<file path="config.mk">
export PLATFORM = sky130hd
export DESIGN_NAME = seq_divider
export DESIGN_NICKNAME = d
export VERILOG_FILES = /design/src/rtl/div_pkg.sv /design/src/rtl/div_abs.sv /design/src/rtl/seq_divider.sv
export SDC_FILE = /design/constraint.sdc
export NUM_CORES = 1
export LEC_CHECK = 0
export BUFFER_PORTS_ARGS = -buffer_cell sky130_fd_sc_hd__clkbuf_2
export CAP_MARGIN = 10
export CORE_MARGIN = 2
export CORE_UTILIZATION = 59
export CTS_CLUSTER_SIZE = 12
export DETAILED_ROUTE_END_ITERATION = 8
export PLACE_DENSITY = 0.8
export SYNTH_ARGS = -nofsm -noshare
export SYNTH_HDL_FRONTEND = slang
export SYNTH_HIERARCHICAL = 1
export SYNTH_SLANG_ARGS = --single-unit
</file>
<file path="constraint.sdc">
create_clock -name clk -period 2.3 [get_ports clk]
set_input_delay 0.23 -clock clk [delete_from_list [all_inputs] [get_ports clk]]
set_output_delay 0.23 -clock clk [all_outputs]
set_load 0.02 [all_outputs]
</file>
<file path="src/rtl/div_pkg.sv">
// Shared types and constants for the sequential restoring divider.
package div_pkg;

    // Default operand / result width in bits.
    localparam int DIV_WIDTH_DEFAULT = 8;

    // Controller states.
    typedef enum logic [1:0] {
        IDLE = 2'd0,
        CALC = 2'd1,
        FIX  = 2'd2,
        DONE = 2'd3
    } div_state_e;

endpackage

</file>
<file path="src/rtl/div_abs.sv">
// Conditional two's-complement negation: takes the magnitude of a negative
// operand, or applies the sign correction to an unsigned result.
module div_abs #(
    parameter int WIDTH = 8
) (
    input  logic [WIDTH-1:0] value,
    input  logic             en,
    output logic [WIDTH-1:0] magnitude,
    output logic             sign
);

    // Negate when enabled; report the raw sign bit of the input.
    always_comb begin
        sign = value[WIDTH-1];
        if (en) begin
            magnitude = ~value + {{(WIDTH-1){1'b0}}, 1'b1};
        end else begin
            magnitude = value;
        end
    end

endmodule

</file>
<file path="src/rtl/seq_divider.sv">
// Sequential restoring divider: one quotient bit per cycle, signed or
// unsigned operands, truncating toward zero, divide-by-zero flagged.
module seq_divider
    import div_pkg::*;
#(
    parameter int WIDTH     = DIV_WIDTH_DEFAULT,
    parameter int SIGNED_EN = 1
) (
    input  logic             clk,
    input  logic             rst,
    input  logic             start,
    input  logic             signed_mode,
    input  logic [WIDTH-1:0] a,
    input  logic [WIDTH-1:0] b,
    output logic [WIDTH-1:0] q,
    output logic [WIDTH-1:0] r,
    output logic             done_division,
    output logic             busy,
    output logic             div_by_zero
);

    localparam int             CW        = $clog2(WIDTH + 1);
    localparam logic [CW-1:0]  LAST_ITER = CW'(WIDTH - 1);
    localparam logic           SIGNED_HW = (SIGNED_EN != 0);

    div_state_e       state_q, state_d;
    logic [CW-1:0]    cnt_q, cnt_d;
    logic [WIDTH:0]   rem_q, rem_d;       // partial remainder
    logic [WIDTH-1:0] dvd_q, dvd_d;       // dividend magnitude shifting out, quotient shifting in
    logic [WIDTH-1:0] bmag_q, bmag_d;     // divisor magnitude
    logic             quo_neg_q, quo_neg_d;
    logic             rem_neg_q, rem_neg_d;
    logic             dz_pend_q, dz_pend_d;
    logic [WIDTH-1:0] q_q, q_d;
    logic [WIDTH-1:0] r_q, r_d;
    logic             done_q, done_d;
    logic             busy_q, busy_d;
    logic             dz_q, dz_d;

    logic             sgn_s, a_sign_s, b_sign_s, a_neg_s, b_neg_s;
    logic [WIDTH-1:0] a_mag_s, b_mag_s;
    logic [WIDTH:0]   shifted_s;
    logic [WIDTH+1:0] trial_s;
    logic [WIDTH-1:0] rem_src_s, q_fix_s, r_fix_s;
    logic             q_fix_sign_s, r_fix_sign_s;
    logic             div_unused_s;

    assign sgn_s   = SIGNED_HW & signed_mode;
    assign a_neg_s = sgn_s & a_sign_s;
    assign b_neg_s = sgn_s & b_sign_s;

    div_abs #(.WIDTH(WIDTH)) u_abs_a (
        .value(a), .en(a_neg_s), .magnitude(a_mag_s), .sign(a_sign_s)
    );

    div_abs #(.WIDTH(WIDTH)) u_abs_b (
        .value(b), .en(b_neg_s), .magnitude(b_mag_s), .sign(b_sign_s)
    );

    // On divide-by-zero the untouched dividend magnitude becomes the remainder.
    assign rem_src_s = dz_pend_q ? dvd_q : rem_q[WIDTH-1:0];

    div_abs #(.WIDTH(WIDTH)) u_fix_q (
        .value(dvd_q), .en(quo_neg_q), .magnitude(q_fix_s), .sign(q_fix_sign_s)
    );

    div_abs #(.WIDTH(WIDTH)) u_fix_r (
        .value(rem_src_s), .en(rem_neg_q), .magnitude(r_fix_s), .sign(r_fix_sign_s)
    );

    // Remainder MSB is always zero after a restore step; fix-up signs are not needed.
    assign div_unused_s = ^{rem_q[WIDTH], q_fix_sign_s, r_fix_sign_s};

    // Restoring step: shift in the next dividend bit and try subtracting the divisor.
    assign shifted_s = {rem_q[WIDTH-1:0], dvd_q[WIDTH-1]};
    assign trial_s   = {1'b0, shifted_s} - {2'b00, bmag_q};

    // Next-state, datapath and output logic.
    always_comb begin
        state_d   = state_q;
        cnt_d     = cnt_q;
        rem_d     = rem_q;
        dvd_d     = dvd_q;
        bmag_d    = bmag_q;
        quo_neg_d = quo_neg_q;
        rem_neg_d = rem_neg_q;
        dz_pend_d = dz_pend_q;
        q_d       = q_q;
        r_d       = r_q;
        dz_d      = dz_q;

        case (state_q)
            IDLE: begin
                if (start) begin
                    cnt_d     = {CW{1'b0}};
                    rem_d     = {(WIDTH+1){1'b0}};
                    dvd_d     = a_mag_s;
                    bmag_d    = b_mag_s;
                    quo_neg_d = a_neg_s ^ b_neg_s;
                    rem_neg_d = a_neg_s;
                    dz_pend_d = (b == {WIDTH{1'b0}});
                    state_d   = (b == {WIDTH{1'b0}}) ? FIX : CALC;
                end else begin
                    state_d = IDLE;
                end
            end
            CALC: begin
                if (trial_s[WIDTH+1]) begin
                    rem_d = shifted_s;
                    dvd_d = {dvd_q[WIDTH-2:0], 1'b0};
                end else begin
                    rem_d = trial_s[WIDTH:0];
                    dvd_d = {dvd_q[WIDTH-2:0], 1'b1};
                end
                cnt_d = cnt_q + CW'(1);
                if (cnt_q == LAST_ITER) begin
                    state_d = FIX;
                end else begin
                    state_d = CALC;
                end
            end
            FIX: begin
                q_d     = dz_pend_q ? {WIDTH{1'b1}} : q_fix_s;
                r_d     = r_fix_s;
                dz_d    = dz_pend_q;
                state_d = DONE;
            end
            DONE: begin
                state_d = IDLE;
            end
            default: begin
                state_d = IDLE;
            end
        endcase

        done_d = (state_d == DONE);
        busy_d = (state_d != IDLE);
    end

    // State and datapath registers with asynchronous active-low clear.
    always_ff @(posedge clk or negedge rst) begin
        if (!rst) begin
            state_q   <= IDLE;
            cnt_q     <= {CW{1'b0}};
            rem_q     <= {(WIDTH+1){1'b0}};
            dvd_q     <= {WIDTH{1'b0}};
            bmag_q    <= {WIDTH{1'b0}};
            quo_neg_q <= 1'b0;
            rem_neg_q <= 1'b0;
            dz_pend_q <= 1'b0;
            q_q       <= {WIDTH{1'b0}};
            r_q       <= {WIDTH{1'b0}};
            done_q    <= 1'b0;
            busy_q    <= 1'b0;
            dz_q      <= 1'b0;
        end else begin
            state_q   <= state_d;
            cnt_q     <= cnt_d;
            rem_q     <= rem_d;
            dvd_q     <= dvd_d;
            bmag_q    <= bmag_d;
            quo_neg_q <= quo_neg_d;
            rem_neg_q <= rem_neg_d;
            dz_pend_q <= dz_pend_d;
            q_q       <= q_d;
            r_q       <= r_d;
            done_q    <= done_d;
            busy_q    <= busy_d;
            dz_q      <= dz_d;
        end
    end

    assign q             = q_q;
    assign r             = r_q;
    assign done_division = done_q;
    assign busy          = busy_q;
    assign div_by_zero   = dz_q;

endmodule

</file>
==> metrics, run 1 <==
VDD IR-drop max=760 uV; Avg Cell Area, Syn=9.99 um2; actual slew at the worst max-slew pin=661 ps; post-synth net total=375; Final Max Tran Viols=0; Post-Synthesis Cells=341; post-route setup TNS=0 ps; HPWL after DPL=5290 um; layout cells sized above 1=0.271; CP arrival=2390 ps; Synth Cell Area=3410 um2; critical path data required time=2540 ps; largest net degree at the start of global routing=28; Ys Warns=6; Crit Path Class=reg -> reg; antenna cells=0; M1 GR Usage=0.290; routability cong.=1.00; Worst setup endpoint=rem_q[7]$_DFFE_PN0P_; Hold Crit Class=in -> reg; setup violators final=0; root buf cell=clkbuf_8; largest fanout on the critical path=11; vias in the first global route=2550; gr usage total=0.240; Flop pwr share=0.320; initial antenna violation count=0; clock network fraction of design power=0.127; Residual DRC=0; detailed-route via count=2590; worst skew pair latency=300 ps; GR peak layer=met2; CORE AREA=5540 um2; FF-to-FF setup slack=150 ps; post-CTS sizing=0; status=finished clean; Max H-tree Level=2; Num CTS Buffers=5; Worst Skew=3.87 ps; Boundary Pins=39; GRT Residual Overflow=0; HP Start=signed_mode; total iterations of the first detailed-routing run=4; commonest non-fill, non-tap cell in the layout=dfrtp_1; critical path startpoint category=flip-flop; worst slack, placed=210 ps; fin cells=448; Routed Antenna Nets=0; Worst Reg-to-Reg Cells=7; global-route wire length before repair=12000 um; Clock Tree Buf Depth=2; commonest non-fill, non-tap cells in the layout=dfrtp_1, clkbuf_2, o21ai_0; Leakage=1.70 nW; port bufs=38; RSZ-0062 raised after global routing=no; CTS sink count=52; PwrDens=1420 nW/um2; DIE HEIGHT=80.0 um; CP Capture Type=flip-flop; post-layout net count=409; DR iter-0 viols=141; drt wl/cell=15.6 um; max_slew headroom=0.559; GR Util met3=0.0385; Highest Clock Rate=465 MHz; Switching Fraction=0.439; final core occ=0.681; Syn-to-layout area delta=10.7%; site row count=27; Die ar.=6400 um2; Crit Reg-Reg Endpoint=rem_q[7]$_DFFE_PN0P_; Psw=2.36 mW; max_cap viols=0; setup ws final=149 ps; initial core utilization=0.615; cell-internal power=3.01 mW; crit path from=rem_q[3]$_DFFE_PN0P_; TritonCTS clock tree=done; Pwr Total=5.37 mW; Vias per Instance=5.78; M2 GR Usage=0.426; Worst-path clk slew=90 ps; final WL=6990 um; endpoints failing hold=0; # placed instances=439; Tcrit/Tclk final=0.935; Gate power share=0.553; Die Span X=80.0 um; Critical R2R Launch=rem_q[3]$_DFFE_PN0P_; fin crit period=2150 ps
worst max-delay path, cell delays in order, from the launching register on:
cell       delay (ps)
dfrtp_1           440
ha_1              460
nand4_2           170
a2111oi_4         310
nor2_1             70
buf_4             180
a311o_1           320
o21ai_1           120
per-layer routing:
metal,vias to the layer above,routed length [um],share of wire
met5,-,0,0
met4,0,167,0.024
met3,13,326,0.047
met2,71,3490,0.50
met1,1236,3010,0.43
li1,1270,-,-
per-stage QoR:
stage / cell area (um2) / hold slack (ps)
6_report: 3770 / 177
5_1_grt: 3770 / 203
4_1_cts: 3770 / 168
3_5_place_dp: 3630 / 284
3_3_place_gp: 3630 / 279
2_1_floorplan: 3410 / -65.6
repair_timing:
action,4_1_cts,5_1_grt
endpoints found under the hold margin,25,0
hold buffers,1,0
buffers inserted,0,0
cell type report:
class / instances / area (um2)
clock inverter: 1 / 30.0
tap: 72 / 90.1
fill: 431 / 1770
timing repair buffer: 49 / 288
inverter: 21 / 78.8
clock buffer: 7 / 96.3
sequential: 52 / 1300
multi-input combinational: 246 / 1890
power groups by stage:
stage	logic, mW	registers, mW	clock network, mW
after detailed placement	2.91	1.74	0
after global placement	2.81	1.71	0
after global routing	3.30	1.78	0.729
after CTS	2.95	1.72	0.697
after floorplan	2.23	1.74	0
final	2.97	1.72	0.683
worst min-delay path by stage:
stage               slack (ps)                     to  depth (start not counted)
CTS                        170  quo_neg_q$_DFFE_PN0P_                          3
detailed placement         280       q[7]$_DFFE_PN0P_                          1
finish                     180  quo_neg_q$_DFFE_PN0P_                          3
floorplan                  -70  bmag_q[0]$_DFFE_PN0P_                          0
global route               200  quo_neg_q$_DFFE_PN0P_                          3
global placement           280       q[4]$_DFFE_PN0P_                          1
sequential cells by signal, summed over array words and instances, names as in the netlist:
| register | count |
|---|---|
| busy | 1 |
| dvd_q | 8 |
| dz_pend_q | 1 |
| cnt_q | 4 |
| rem_q | 8 |
| div_by_zero | 1 |
| q | 8 |
| rem_neg_q | 1 |
| state_q | 2 |
| bmag_q | 8 |
| r | 8 |
| quo_neg_q | 1 |
| done_division | 1 |
No activity file was read; power rests on OpenSTA's default activity.
==> inputs of run 2 (changes only) <==
==> constraint.sdc (replaced) <==
create_clock -name clk -period 2.3 [get_ports clk]
set_input_delay 0.115 -clock clk [delete_from_list [all_inputs] [get_ports clk]]
set_output_delay 0.115 -clock clk [all_outputs]
set_load 0.02 [all_outputs]
==> metrics, run 2 (same netlist as run 1, synthesis figures left out) <==
status=finished clean (unchanged); worst skew pair latency=310 ps (was 300 ps); fin crit period=2130 ps (was 2150 ps); largest delay contributor family on the critical path=compound AO/OA/AOI/OAI gates (unchanged); Hold Crit Class=in -> reg (unchanged); CORE AREA=5540 um2 (unchanged); Psw=2.37 mW (was 2.36 mW); Hold Path End=quo_neg_q$_DFFE_PN0P_ (unchanged); Gate power share=0.566 (was 0.553); cell-internal power=2.87 mW (was 3.01 mW); Die Span X=80.0 um (unchanged); cell depth of the worst setup path=7 (unchanged); CTS sink count=52 (unchanged); root buf cell=clkbuf_8 (unchanged); final WL=6920 um (was 6990 um); gr usage total=0.239 (was 0.240); Routed Antenna Nets=0 (unchanged); critical path startpoint category=flip-flop (unchanged); critical path data required time=2540 ps (about the same); Switching Fraction=0.452 (was 0.439); Worst Skew=10.2 ps (was 3.87 ps); DR iter-0 viols=214 (was 141); detailed-route via count=2589 (was 2590); WHS Path Cells=3 (unchanged); max_cap viols=0 (unchanged); RSZ-0062 raised after global routing=no (unchanged); Hold Worst Slack=57.2 ps (was 177 ps); Worst path max stage delay=460 ps (about the same); Max H-tree Level=2 (unchanged); antenna cells=0 (unchanged); routability cong.=0.959 (was 1.00); CP Capture Type=flip-flop (unchanged); CP arrival=2360 ps (was 2390 ps); Final Max Tran Viols=0 (unchanged); Vias per Instance=5.77 (was 5.78); Crit Reg-Reg Endpoint=rem_q[7]$_DFFE_PN0P_ (unchanged); HPWL after DPL=5220 um (was 5290 um); VDD IR-drop max=701 uV (was 760 uV); Pwr Total=5.24 mW (was 5.37 mW); global-route wire length before repair=11900 um (was 12000 um); worst slack, placed=226 ps (was 210 ps); final core occ=0.674 (was 0.681); site row count=27 (unchanged); PwrDens=1400 nW/um2 (was 1420 nW/um2); port bufs=38 (unchanged); max_slew headroom=0.363 (was 0.559); layout cells sized above 1=0.271 (about the same); GRT Residual Overflow=0 (unchanged); commonest non-fill, non-tap cells in the layout=dfrtp_1, clkbuf_2, o21ai_0 (unchanged); endpoints failing hold=0 (unchanged); Num CTS Buffers=5 (unchanged); setup ws final=175 ps (was 149 ps); postcts setup bufs=0 (unchanged); Syn-to-layout area delta=9.63% (was 10.7%); cells traversed along the worst timing path=ha_1 > nand4_2 > a2111oi_4 > nor2_1 > buf_4 > a311o_1 > o21ai_1 (unchanged); DIE HEIGHT=80.0 um (unchanged); CP Buf/Inv Count=1 (unchanged); Crit Path Class=reg -> reg (unchanged); clock network fraction of design power=0.106 (was 0.127); Clock Tree Buf Depth=2 (unchanged); Highest Clock Rate=471 MHz (was 465 MHz); largest fanout on the critical path=11 (unchanged); Tcrit/Tclk final=0.924 (was 0.935); setup violators final=0 (unchanged); largest net degree at the start of global routing=39 (was 28); commonest non-fill, non-tap cell in the layout=dfrtp_1 (unchanged); Flop pwr share=0.329 (was 0.320); post-route setup TNS=0 ps (unchanged); post-layout net count=410 (was 409); Leakage=1.69 nW (was 1.70 nW); # fillers=454 (was 431); Boundary Pins=39 (unchanged); FF-to-FF setup slack=170 ps (was 150 ps); drt wl/cell=15.4 um (was 15.6 um); Crit-path slowest cell=ha_1 (unchanged); Residual DRC=0 (unchanged); Die ar.=6400 um2 (unchanged); TritonCTS clock tree=done (unchanged); total iterations of the first detailed-routing run=4 (unchanged); HP Start=signed_mode (unchanged); Worst-path clk slew=100 ps (was 90 ps); Critical R2R Launch=rem_q[3]$_DFFE_PN0P_ (unchanged); Worst Reg-to-Reg Cells=7 (unchanged); initial core utilization=0.615 (unchanged); actual slew at the worst max-slew pin=955 ps (was 661 ps); initial antenna violation count=0 (unchanged); vias in the first global route=2506 (was 2550)
run 2: changes by cell type in the layout (fill, tap and decap cells not counted), sizes merged:
| cell | change |
|---|---|
| buf | +1 |
| bufinv | -1 |
| clkinvlp | +1 |
run 2: what timing repair did:
action,4_1_cts,5_1_grt
resized for setup,0,0
setup endpoints to repair,0,0
hold buffers,1,0
endpoints found under the hold margin,36,0
run 2: layout make-up:
class | count | area, um2 | share of cell area
repair buffers | 50 | 283 | 0.0757
well taps | 72 | 90.1 | 0.0241
clock inverters | 1 | 7.51 | 0.00201
clock buffers | 7 | 86.3 | 0.0231
multi-input cells | 246 | 1890 | 0.505
inverters | 21 | 78.8 | 0.0211
flip-flops and latches | 52 | 1300 | 0.349
run 2: how the worst max path moves through the flow:
stage                                      from                    to  slack [ps]
after global routing       rem_q[3]$_DFFE_PN0P_  rem_q[5]$_DFFE_PN0P_          20
after floorplan           dz_pend_q$_DFFE_PN0P_      r[7]$_DFFE_PN0P_         230
after global placement     rem_q[3]$_DFFE_PN0P_  rem_q[7]$_DFFE_PN0P_         280
after detailed placement   rem_q[3]$_DFFE_PN0P_  rem_q[7]$_DFFE_PN0P_         230
after CTS                  rem_q[3]$_DFFE_PN0P_  rem_q[7]$_DFFE_PN0P_         180
final                      rem_q[3]$_DFFE_PN0P_  rem_q[7]$_DFFE_PN0P_         170
run 2: per-layer routing:
metal / GRT usage / vias up / part of all wire
li1: - / 1273 / -
met5: 0 / - / 0
met3: 0.0475 / 12 / 0.038
met1: 0.305 / 1244 / 0.45
met4: 0.0780 / 0 / 0.017
met2: 0.403 / 60 / 0.50
run 2: power groups by stage:
stage	registers (mW)	clock network [mW]	logic (mW)
floorplan	1.74	0	2.23
global placement	1.71	0	2.81
detailed placement	1.74	0	2.91
CTS	1.72	0.561	2.95
global route	1.79	0.599	3.31
finish	1.72	0.553	2.96
run 2: through the flow:
stage | std cells | cell area [um2]
3_3_place_gp | 440 | 3630
3_5_place_dp | 440 | 3630
4_1_cts | 449 | 3730
5_1_grt | 449 | 3730
2_1_floorplan | 341 | 3410
6_report | 449 | 3730
run 2: worst min-delay path, cell delays in order:
cell,delay [ps]
clkbuf_2,100
nand2_1,50
o21ai_0,60
